**config.mk**
```make
export PLATFORM = sky130hd
export DESIGN_NAME = i2c_target_byte_flat
export DESIGN_NICKNAME = d
export VERILOG_FILES = /design/src/rtl/i2c_target_byte_if.sv /design/src/rtl/i2c_target_byte.sv /design/src/flat_wrapper.sv
export SDC_FILE = /design/constraint.sdc
export NUM_CORES = 1
export LEC_CHECK = 0
export BUFFER_PORTS_ARGS = -buffer_cell sky130_fd_sc_hd__buf_2
export CAP_MARGIN = 10
export CORE_UTILIZATION = 35
export CTS_CLUSTER_SIZE = 8
export DETAILED_ROUTE_END_ITERATION = 8
export PLACE_DENSITY = 0.57
export SLEW_MARGIN = 20
export SYNTH_ARGS = -nofsm -noshare
export SYNTH_HDL_FRONTEND = slang
export SYNTH_SLANG_ARGS = --single-unit
```
**constraint.sdc**
```tcl
create_clock -name clk -period 1.96 [get_ports clk]
set_input_delay 0.392 -clock clk [delete_from_list [all_inputs] [get_ports clk]]
set_output_delay 0.392 -clock clk [all_outputs]
set_load 0.03 [all_outputs]
```
**src/rtl/i2c_target_byte_if.sv**
```systemverilog
// Pin-side and register-side signals of the I2C target byte engine.
// The slave modport is the engine's view; master is the pad/register side.
interface i2c_target_byte_if;
    logic       i2c_sclk_i;
    logic       i2c_sda_i;
    logic       i2c_sda_o;
    logic       i2c_sda_e;
    logic [7:0] wr_data_out;
    logic       wr_data_out_en;
    logic       rd_data_req;
    logic [7:0] rd_data_in;
    logic       nack_det;
    logic       busy_flag;

    modport slave (
        input  i2c_sclk_i, i2c_sda_i, rd_data_in,
        output i2c_sda_o, i2c_sda_e, wr_data_out, wr_data_out_en,
               rd_data_req, nack_det, busy_flag
    );

    modport master (
        output i2c_sclk_i, i2c_sda_i, rd_data_in,
        input  i2c_sda_o, i2c_sda_e, wr_data_out, wr_data_out_en,
               rd_data_req, nack_det, busy_flag
    );
endinterface

```
**src/rtl/i2c_target_byte.sv**
```systemverilog
// I2C target byte engine: oversampled START/STOP detect, 7-bit address match, write/read byte transfer.
// Pin edge to strobe 3 clks, SDA enable 4 clks; no backpressure, rd_data_in must be ready by the next SCL fall.
module i2c_target_byte #(
    parameter logic [6:0] DEV_ADDR = 7'h50
) (
    input  logic              clk,
    input  logic              reset,
    i2c_target_byte_if.slave  bus
);

    typedef enum logic [2:0] {
        IDLE, ADDR, ADDR_ACK, WR_BYTE, WR_ACK, RD_BYTE, RD_ACK, WAIT_STOP
    } state_t;

    // Synchronizers reset to the idle-high bus level so no edge is seen on release.
    logic scl_s1_q, scl_s2_q, scl_h_q;
    logic sda_s1_q, sda_s2_q, sda_h_q;

    always_ff @(posedge clk or posedge reset) begin
        if (reset) begin
            scl_s1_q <= 1'b1;
            scl_s2_q <= 1'b1;
            scl_h_q  <= 1'b1;
            sda_s1_q <= 1'b1;
            sda_s2_q <= 1'b1;
            sda_h_q  <= 1'b1;
        end else begin
            scl_s1_q <= bus.i2c_sclk_i;
            scl_s2_q <= scl_s1_q;
            scl_h_q  <= scl_s2_q;
            sda_s1_q <= bus.i2c_sda_i;
            sda_s2_q <= sda_s1_q;
            sda_h_q  <= sda_s2_q;
        end
    end

    logic scl_rise_d, scl_fall_d, start_d, stop_d;
    logic scl_rise_q, scl_fall_q, start_q, stop_q, sda_q;

    assign scl_rise_d = scl_s2_q & ~scl_h_q;
    assign scl_fall_d = ~scl_s2_q & scl_h_q;
    assign start_d    = ~sda_s2_q & sda_h_q & scl_s2_q;
    assign stop_d     = sda_s2_q & ~sda_h_q & scl_s2_q;

    always_ff @(posedge clk or posedge reset) begin
        if (reset) begin
            scl_rise_q <= 1'b0;
            scl_fall_q <= 1'b0;
            start_q    <= 1'b0;
            stop_q     <= 1'b0;
            sda_q      <= 1'b1;
        end else begin
            scl_rise_q <= scl_rise_d;
            scl_fall_q <= scl_fall_d;
            start_q    <= start_d;
            stop_q     <= stop_d;
            sda_q      <= sda_s2_q;
        end
    end

    state_t     state_q;
    logic [3:0] cnt_q;
    logic [7:0] sh_q;
    logic       rw_q;
    logic       ack_seen_q;
    logic       sda_e_q;
    logic       busy_q;
    logic       wr_en_q;
    logic [7:0] wr_dat_q;
    logic       req_q;
    logic       nack_q;
    logic [7:0] sh_in_d;

    assign sh_in_d = {sh_q[6:0], sda_q};

    always_ff @(posedge clk or posedge reset) begin
        if (reset) begin
            state_q    <= IDLE;
            cnt_q      <= 4'd0;
            sh_q       <= 8'h00;
            rw_q       <= 1'b0;
            ack_seen_q <= 1'b0;
            sda_e_q    <= 1'b0;
            busy_q     <= 1'b0;
            wr_en_q    <= 1'b0;
            wr_dat_q   <= 8'h00;
            req_q      <= 1'b0;
            nack_q     <= 1'b0;
        end else begin
            wr_en_q  <= 1'b0;
            wr_dat_q <= 8'h00;
            req_q    <= 1'b0;
            nack_q   <= 1'b0;
            if (start_q) begin
                state_q    <= ADDR;
                cnt_q      <= 4'd0;
                sda_e_q    <= 1'b0;
                ack_seen_q <= 1'b0;
            end else if (stop_q) begin
                state_q <= IDLE;
                cnt_q   <= 4'd0;
                sda_e_q <= 1'b0;
                busy_q  <= 1'b0;
            end else begin
                case (state_q)
                    ADDR: begin
                        if (scl_rise_q) begin
                            sh_q <= sh_in_d;
                            if (cnt_q == 4'd7) begin
                                cnt_q <= 4'd8;
                                if (sh_in_d[7:1] == DEV_ADDR) begin
                                    rw_q    <= sh_in_d[0];
                                    busy_q  <= 1'b1;
                                    state_q <= ADDR_ACK;
                                end else begin
                                    busy_q  <= 1'b0;
                                    state_q <= WAIT_STOP;
                                end
                            end else begin
                                cnt_q <= cnt_q + 4'd1;
                            end
                        end
                    end
                    // sda_e_q separates the fall that starts the ACK bit from the one that ends it.
                    ADDR_ACK: begin
                        if (scl_rise_q && sda_e_q) begin
                            req_q <= rw_q;
                        end else if (scl_fall_q) begin
                            if (!sda_e_q) begin
                                sda_e_q <= 1'b1;
                            end else if (rw_q) begin
                                sh_q    <= bus.rd_data_in;
                                sda_e_q <= ~bus.rd_data_in[7];
                                cnt_q   <= 4'd1;
                                state_q <= RD_BYTE;
                            end else begin
                                sda_e_q <= 1'b0;
                                cnt_q   <= 4'd0;
                                state_q <= WR_BYTE;
                            end
                        end
                    end
                    WR_BYTE: begin
                        if (scl_rise_q && (cnt_q != 4'd8)) begin
                            sh_q  <= sh_in_d;
                            cnt_q <= cnt_q + 4'd1;
                        end else if (scl_fall_q && (cnt_q == 4'd8)) begin
                            wr_dat_q <= sh_q;
                            wr_en_q  <= 1'b1;
                            sda_e_q  <= 1'b1;
                            cnt_q    <= 4'd0;
                            state_q  <= WR_ACK;
                        end
                    end
                    WR_ACK: begin
                        if (scl_fall_q) begin
                            sda_e_q <= 1'b0;
                            state_q <= WR_BYTE;
                        end
                    end
                    RD_BYTE: begin
                        if (scl_fall_q) begin
                            if (cnt_q == 4'd8) begin
                                sda_e_q    <= 1'b0;
                                cnt_q      <= 4'd0;
                                ack_seen_q <= 1'b0;
                                state_q    <= RD_ACK;
                            end else begin
                                sh_q    <= {sh_q[6:0], 1'b0};
                                sda_e_q <= ~sh_q[6];
                                cnt_q   <= cnt_q + 4'd1;
                            end
                        end
                    end
                    RD_ACK: begin
                        if (scl_rise_q && !ack_seen_q) begin
                            if (!sda_q) begin
                                req_q      <= 1'b1;
                                ack_seen_q <= 1'b1;
                            end else begin
                                nack_q  <= 1'b1;
                                state_q <= WAIT_STOP;
                            end
                        end else if (scl_fall_q && ack_seen_q) begin
                            sh_q       <= bus.rd_data_in;
                            sda_e_q    <= ~bus.rd_data_in[7];
                            cnt_q      <= 4'd1;
                            ack_seen_q <= 1'b0;
                            state_q    <= RD_BYTE;
                        end
                    end
                    default: begin
                        sda_e_q <= 1'b0;
                    end
                endcase
            end
        end
    end

    // A START strobe releases SDA in the same clk rather than waiting for the state update.
    assign bus.i2c_sda_o      = 1'b0;
    assign bus.i2c_sda_e      = sda_e_q & ~start_q;
    assign bus.wr_data_out    = wr_dat_q;
    assign bus.wr_data_out_en = wr_en_q;
    assign bus.rd_data_req    = req_q;
    assign bus.nack_det       = nack_q;
    assign bus.busy_flag      = busy_q;

endmodule

```
**src/flat_wrapper.sv**
```systemverilog
// flat-port wrapper written by rule: the top's interface ports become plain ports
module i2c_target_byte_flat 
#(
    parameter logic [6:0] DEV_ADDR = 7'h50
)
  (clk, reset, bus_i2c_sclk_i, bus_i2c_sda_i, bus_rd_data_in, bus_i2c_sda_o, bus_i2c_sda_e, bus_wr_data_out, bus_wr_data_out_en, bus_rd_data_req, bus_nack_det, bus_busy_flag);
  i2c_target_byte_if bus_i ();
  input  logic clk;
  input  logic reset;
  input wire logic [$bits(bus_i.i2c_sclk_i)-1:0] bus_i2c_sclk_i;
  input wire logic [$bits(bus_i.i2c_sda_i)-1:0] bus_i2c_sda_i;
  input wire logic [$bits(bus_i.rd_data_in)-1:0] bus_rd_data_in;
  output wire logic [$bits(bus_i.i2c_sda_o)-1:0] bus_i2c_sda_o;
  output wire logic [$bits(bus_i.i2c_sda_e)-1:0] bus_i2c_sda_e;
  output wire logic [$bits(bus_i.wr_data_out)-1:0] bus_wr_data_out;
  output wire logic [$bits(bus_i.wr_data_out_en)-1:0] bus_wr_data_out_en;
  output wire logic [$bits(bus_i.rd_data_req)-1:0] bus_rd_data_req;
  output wire logic [$bits(bus_i.nack_det)-1:0] bus_nack_det;
  output wire logic [$bits(bus_i.busy_flag)-1:0] bus_busy_flag;
  assign bus_i.i2c_sclk_i = bus_i2c_sclk_i;
  assign bus_i.i2c_sda_i = bus_i2c_sda_i;
  assign bus_i.rd_data_in = bus_rd_data_in;
  assign bus_i2c_sda_o = bus_i.i2c_sda_o;
  assign bus_i2c_sda_e = bus_i.i2c_sda_e;
  assign bus_wr_data_out = bus_i.wr_data_out;
  assign bus_wr_data_out_en = bus_i.wr_data_out_en;
  assign bus_rd_data_req = bus_i.rd_data_req;
  assign bus_nack_det = bus_i.nack_det;
  assign bus_busy_flag = bus_i.busy_flag;
  i2c_target_byte #(.DEV_ADDR(DEV_ADDR)) u_core (.clk(clk), .reset(reset), .bus(bus_i));
endmodule
```
==> reports/results.tsv, run 1 <==
stage	metric	value	unit
placement	port_buffers	24	
setup_path	required	2.14	ns
cts	cts_htree_levels	2	
cts	cts_setup_buffers	0	
layout	drive_gt1_share	35.00	%
floorplanning	num_rows	28	
synth	ys_seq_area_share	44.43	%
route	via_per_inst	5.349	
layout	final_nets	294	
sta	fmax	0.5289	GHz
route	drtIter0Drc	127	
synth	netlist_instances	230	
route	drc_errors	0	
pwr	netSwitchingPower	1.519	mW
route	ant_nets	0	
route	dr.pass1.iters	4	
synth	syn_avg_cell_area	9.868	um^2
synth	synth_warnings	0	
sta	setup_tns	0	ns
cts	holdBufCountCts	0	
pwr	swShare	39.61	%
synth	synth_compound_area_share	18.74	%
layout	area.growth.synth_to_final	23.43	%
floorplanning	start_util	37.23	%
sta	setup_viol	0	
synth	synth_top_family_by_area	simple AND/OR/NAND/NOR gates	
pwr	clock_power_share	14.8	%
sta	layout_setup_ws	0.06933	ns
setup_path	timing.rr.start	u_core.cnt_q[1]	
cts	clk_pin_slew_worst_paths	0.07	ns
sta	period_needed	1.891	ns
floorplanning	die-area	6811	um^2
synth	synth_common_cells	dfrtp_1 (34), nand2_1 (28), nor2_1 (13)	
floorplanning	boundaryPins	26	
setup_path	worstSetupPathType	flop to flop	
synth	synth_area	2270	um^2
setup_path	r2r_cells	8	
cts	cts_num_sinks	40	
global_route	grt_pass1_wl	8.894	mm
synth	yosys.area.top_type	dfrtp_1	
placement	hpwl	4.074	mm
global_route	grt_use_met2	28.43	%
synth	synthAdderAreaFrac	1.654	%
sta	rsz0062_at_grt	no	
setup_path	ff2ff_setup_slack	0.07	ns
floorplanning	die_h	82.53	um
synth	synth_seq_cells	40	
synth	yosys.area_share.simple	22.82	%
route	vias	1899	
global_route	grt-ovfl-total	0	
synth	synthTopCellsByArea	dfrtp_1 (37%), dfstp_2 (6.9%), nand2_1 (4.6%), mux2_2 (4.5%), nor2b_1 (2.8%)	
global_route	track_usage	17.88	%
global_route	grt_busiest_layer	met2	
cts	cts_buffer_depth	2	
sta	final_max_slew_viol_count	0	
global_route	grt_max_degree	41	
layout	post-route-util	45.96	%
hold_path	min_from	bus_i2c_sda_i	
synth	synth_edf_count	0	
synth	syn-num-nets	245	
hold_path	whs_endpoint	u_core.sda_s1_q	
route	avgRoutedWirePerCell	15.51	um
outcome	status	finished clean	
global_route	met3_usage	2.857	%
floorplanning	coreArea	6096	um^2
setup_path	worstReg2RegEnd	u_core.sh_q[6]	
setup_path	worst-path-max-fanout	8	
cts	cts_buffers	5	
pwr	seqPwrFrac	30.3	%
floorplanning	die_w	82.53	um
placement	place_ws	-0.01117	ns
pwr	powerDensity	1369	nW/um^2
job	drv_cap	0	
synth	synth_xor_xnor_area_share	0.3859	%
cts	clock_latency	0.29	ns
global_route	grtUsageMet1	24.16	%
cts	cts_tree	done	
pwr	pwr-share-comb	55.0	%
global_route	grt_pass1_vias	1776	
synth	synth.distinct_cells	57	
sta	skew	0.004605	ns
synth	synthMuxAreaShare	6.229	%
pwr	intPower	2.315	mW
route	routed_wirelength	5.507	mm
setup_path	arrival	2.07	ns
hold_path	min_path_cells	1	
global_route	antenna_found_initial	0	
hold_path	min_path_type	input pin to flop	
pwr	vdd_drop_max	0.6190	mV
placement	gp_congestion	0.8591	
synth	synth_top_cell_area_share	37.49	%
synth	synth_ff_type	dfrtp_1	
setup_path	startpoint_type	flop	
layout	antenna_cells	0	
synth	async_flop_share	100.0	%
setup_path	cp-end-kind	flop	
synth	synth.most_common_cell	dfrtp_1	
sta	finalHoldViolations	0	
cts	root_buffer	clkbuf_8	
pwr	p_leak	1.356	nW
sta	fin_crit_sh	96.46	%
==> layout by cell type, fill, tap and decap left out, drive strengths merged, types with 2 or more instances in the layout <==
cell	count
ha	3
o22ai	4
mux2	9
nand2	28
a211oi	8
dfstp	6
nor2b	10
and2	9
mux2i	4
a32o	2
dfrtp	34
a21o	3
clkbuf	7
a31oi	5
buf	56
nor3	4
nor4	2
o21ai	8
a2bb2oi	2
and3	2
nand4	2
a21oi	9
and3b	6
nand3b	2
o211ai	3
nand2b	4
or3	2
inv	8
nand3	3
nor2	13
==> how the worst max path moves through the flow <==
| stage | start | end | slack (ns) | cells after the start |
|---|---|---|---|---|
| after floorplan | u_core.cnt_q[0] | u_core.sh_q[0] | 0.07 | 7 |
| after global placement | u_core.state_q[1] | u_core.state_q[0] | -0.01 | 7 |
| after detailed placement | u_core.state_q[1] | u_core.sh_q[6] | -0.01 | 5 |
| after CTS | u_core.state_q[1] | u_core.sda_e_q | 0.0005 | 7 |
| after global routing | u_core.cnt_q[1] | u_core.sh_q[6] | 0.001 | 8 |
| final | u_core.cnt_q[1] | u_core.sh_q[6] | 0.07 | 8 |
==> logic make-up after synthesis <==
kind of cell	count (synthesis)
xor gates and xnor gates	1
other	1
muxes	13
and+or+nand+nor	92
DFF	40
AOI/OAI and AO/OA	57
adders and majority gates	3
buffers and inverters	23
==> layout make-up <==
cell class	instances	area [um^2]
repair buffers	56	397.9
fillers	613	3294
well taps	75	93.84
flip-flops and latches	40	1010
clock inverters	1	7.507
inverters	9	33.78
multi-input cells	167	1172
clock buffers	7	86.33
==> per-layer routing <==
metal	part of all wire, %	vias to the layer above
met5	0	-
met4	2.3	0
met3	3.5	13
met2	46	42
met1	48	921
li1	-	923
==> power groups by stage <==
stage	registers (mW)	logic [mW]	clock network (mW)
global route	1.18	2.30	0.627
floorplan	1.10	1.41	0
CTS	1.15	2.03	0.588
global placement	1.16	2.01	0
detailed placement	1.17	2.02	0
finish	1.16	2.11	0.567
==> flip-flops by register name, indices dropped and copies added, names as in the netlist <==
name / count
u_core.rw_q: 1
u_core.sh_q: 8
u_core.sda_s2_q: 1
u_core.scl_fall_q: 1
u_core.start_q: 1
u_core.scl_h_q: 1
u_core.bus.wr_data_out: 8
u_core.scl_rise_q: 1
u_core.bus.nack_det: 1
u_core.stop_q: 1
u_core.bus.wr_data_out_en: 1
u_core.sda_h_q: 1
u_core.cnt_q: 4
u_core.sda_s1_q: 1
u_core.scl_s2_q: 1
u_core.ack_seen_q: 1
u_core.sda_e_q: 1
u_core.bus.rd_data_req: 1
u_core.scl_s1_q: 1
u_core.bus.busy_flag: 1
u_core.state_q: 3
==> worst max-delay path, stage by stage (launching register included) <==
cell	delay [ns]
dfrtp_1	0.38
inv_1	0.08
ha_2	0.20
nand3b_4	0.08
a21oi_1	0.15
nor2_1	0.08
o311ai_4	0.32
buf_12	0.16
mux2_2	0.33
==> metrics by stage <==
step,power [mW],area (um^2),instances,hold slack [ns]
2_1_floorplan,2.513,2270,230,0.3452
5_1_grt,4.101,2801,355,0.1789
4_1_cts,3.769,2765,355,0.1843
3_5_place_dp,3.184,2669,347,0.3499
6_report,3.834,2801,355,0.1958
3_3_place_gp,3.170,2669,347,0.3454
==> what timing repair did <==
action / 4_1_cts / 5_1_grt
pin swaps: 0 / 1
gates resized for setup: 1 / 10
setup endpoints to repair: 8 / 14
Power figures use the tool's default switching activity.
==> inputs of run 2 (changes only) <==
==> constraint.sdc (replaced) <==
create_clock -name clk -period 1.96 [get_ports clk]
set_input_delay 0.098 -clock clk [delete_from_list [all_inputs] [get_ports clk]]
set_output_delay 0.098 -clock clk [all_outputs]
set_load 0.03 [all_outputs]
==> reports/results.tsv, run 2 (synthesis results as in run 1) <==
stage	metric	value	unit
setup_path	worstSetupPathType	flop to flop	
pwr	power.total	3.842	mW
placement	hpwl	4.074	mm
global_route	track_usage	17.99	%
setup_path	arrival	2.07	ns
floorplanning	num_rows	28	
cts	root_buffer	clkbuf_8	
sta	setup_tns	0	ns
route	avgRoutedWirePerCell	15.46	um
layout	final_cell_mix	dfrtp_1 (33), buf_4 (29), nand2_1 (28)	
global_route	grt_pass1_vias	1800	
cts	cts_buffer_depth	2	
floorplanning	start_util	37.23	%
pwr	p_leak	1.368	nW
sta	whs	0.1187	ns
floorplanning	die_w	82.53	um
layout	area.growth.synth_to_final	24.75	%
global_route	met3_usage	2.857	%
sta	setup_viol	0	
setup_path	worst-path-max-fanout	8	
route	via_per_inst	5.304	
setup_path	required	2.14	ns
setup_path	cp-end-kind	flop	
layout	final_nets	297	
layout	antenna_cells	0	
sta	fin_crit_sh	96.47	%
setup_path	worstPathCellList	inv_1 -> ha_2 -> nand3b_4 -> a21oi_1 -> nor2_1 -> o311ai_4 -> buf_12 -> mux2_2	
cts	cts_buffers	5	
sta	fmax	0.5289	GHz
sta	skew	0.004625	ns
route	dr.pass1.iters	4	
cts	clock_latency	0.29	ns
route	drtIter0Drc	144	
hold_path	min_path_type	input pin to flop	
cts	cts_htree_levels	2	
route	routed_wirelength	5.536	mm
sta	period_needed	1.891	ns
setup_path	crit_buf_inv	2	
global_route	grt_max_degree	41	
route	vias	1899	
floorplanning	die_h	82.53	um
setup_path	startpoint_type	flop	
cts	cts_tree	done	
floorplanning	die-area	6811	um^2
global_route	grt_use_met2	28.84	%
sta	rsz0062_at_grt	no	
layout	final_common_cell	dfrtp_1	
cts	cts_num_sinks	40	
global_route	antenna_found_initial	0	
setup_path	cpPeakStageDelay	0.38	ns
global_route	grt-ovfl-total	0	
placement	gp_congestion	0.8591	
cts	clk_pin_slew_worst_paths	0.08	ns
floorplanning	coreArea	6096	um^2
setup_path	crit_family	compound AO/OA/AOI/OAI gates	
floorplanning	boundaryPins	26	
global_route	grt_pass1_wl	8.956	mm
pwr	vdd_drop_max	0.6195	mV
pwr	powerDensity	1357	nW/um^2
global_route	grt_busiest_layer	met2	
sta	finalHoldViolations	0	
route	drc_errors	0	
setup_path	ff2ff_setup_slack	0.07	ns
setup_path	critPathSlowestCell	dfrtp_1	
placement	port_buffers	24	
cts	cts_setup_buffers	0	
layout	drive_gt1_share	34.63	%
job	drv_cap	0	
global_route	grtUsageMet1	24.16	%
sta	final_max_slew_viol_count	0	
route	ant_nets	0	
outcome	status	finished clean	
## run 2: changes by cell type in the layout (fill, tap and decap cells not counted)
cell           previous run  this run
dlygate4sd3_1             0         3
## run 2: layout make-up
type,count,area [um^2]
clock buffer,7,86.33
clock inverter,1,7.507
fill,610,3264
inverter,9,33.78
multi-input combinational,167,1172
sequential,40,1010
tap,75,93.84
timing repair buffer,59,427.9
## run 2: where the power goes
group | internal [mW] | leakage [nW] | total (mW) | switching, mW
sequential | 0.987 | 0.512 | 1.16 | 0.175
combinational | 1.05 | 0.812 | 2.11 | 1.07
clock | 0.286 | 0.0445 | 0.567 | 0.281
## run 2: timing repair
action,4_1_cts,5_1_grt
endpoints found under the setup margin,8,14
pin swaps,0,1
hold buffers,3,0
endpoints found under the hold margin,36,0
gates resized for setup,1,10
## run 2: through the flow
stage | setup WS, ns | area (um^2) | util [%] | cells
2_1_floorplan | 0.06759 | 2270 | - | 230
3_3_place_gp | -0.01377 | 2669 | 43.78 | 347
3_5_place_dp | -0.01117 | 2669 | 43.78 | 347
4_1_cts | 0.0004807 | 2795 | 45.85 | 358
5_1_grt | 0.001139 | 2831 | 46.45 | 358
6_report | 0.06917 | 2831 | 46.45 | 358
## run 2: worst paths after layout
check                      cells after the start               from                end
min                                            4  bus_rd_data_in[2]     u_core.sh_q[2]
max                                            8    u_core.cnt_q[1]     u_core.sh_q[6]
max in group asynchronous                      4              reset  u_core.state_q[1]
min reg2reg                                    0    u_core.scl_s1_q    u_core.scl_s2_q
min in group asynchronous                      4              reset  u_core.state_q[0]
max reg2reg                                    8    u_core.cnt_q[1]     u_core.sh_q[6]
## run 2: tightest hold or removal path, cell delays in order
cell,delay [ns]
buf_2,0.07
nand2_1,0.04
nand2_1,0.04
mux2_2,0.13
## run 2: routing by layer
layer,routed length (um),vias up
met2,2502,42
met5,0,-
li1,-,929
met3,188,15
met1,2711,913
met4,133,0
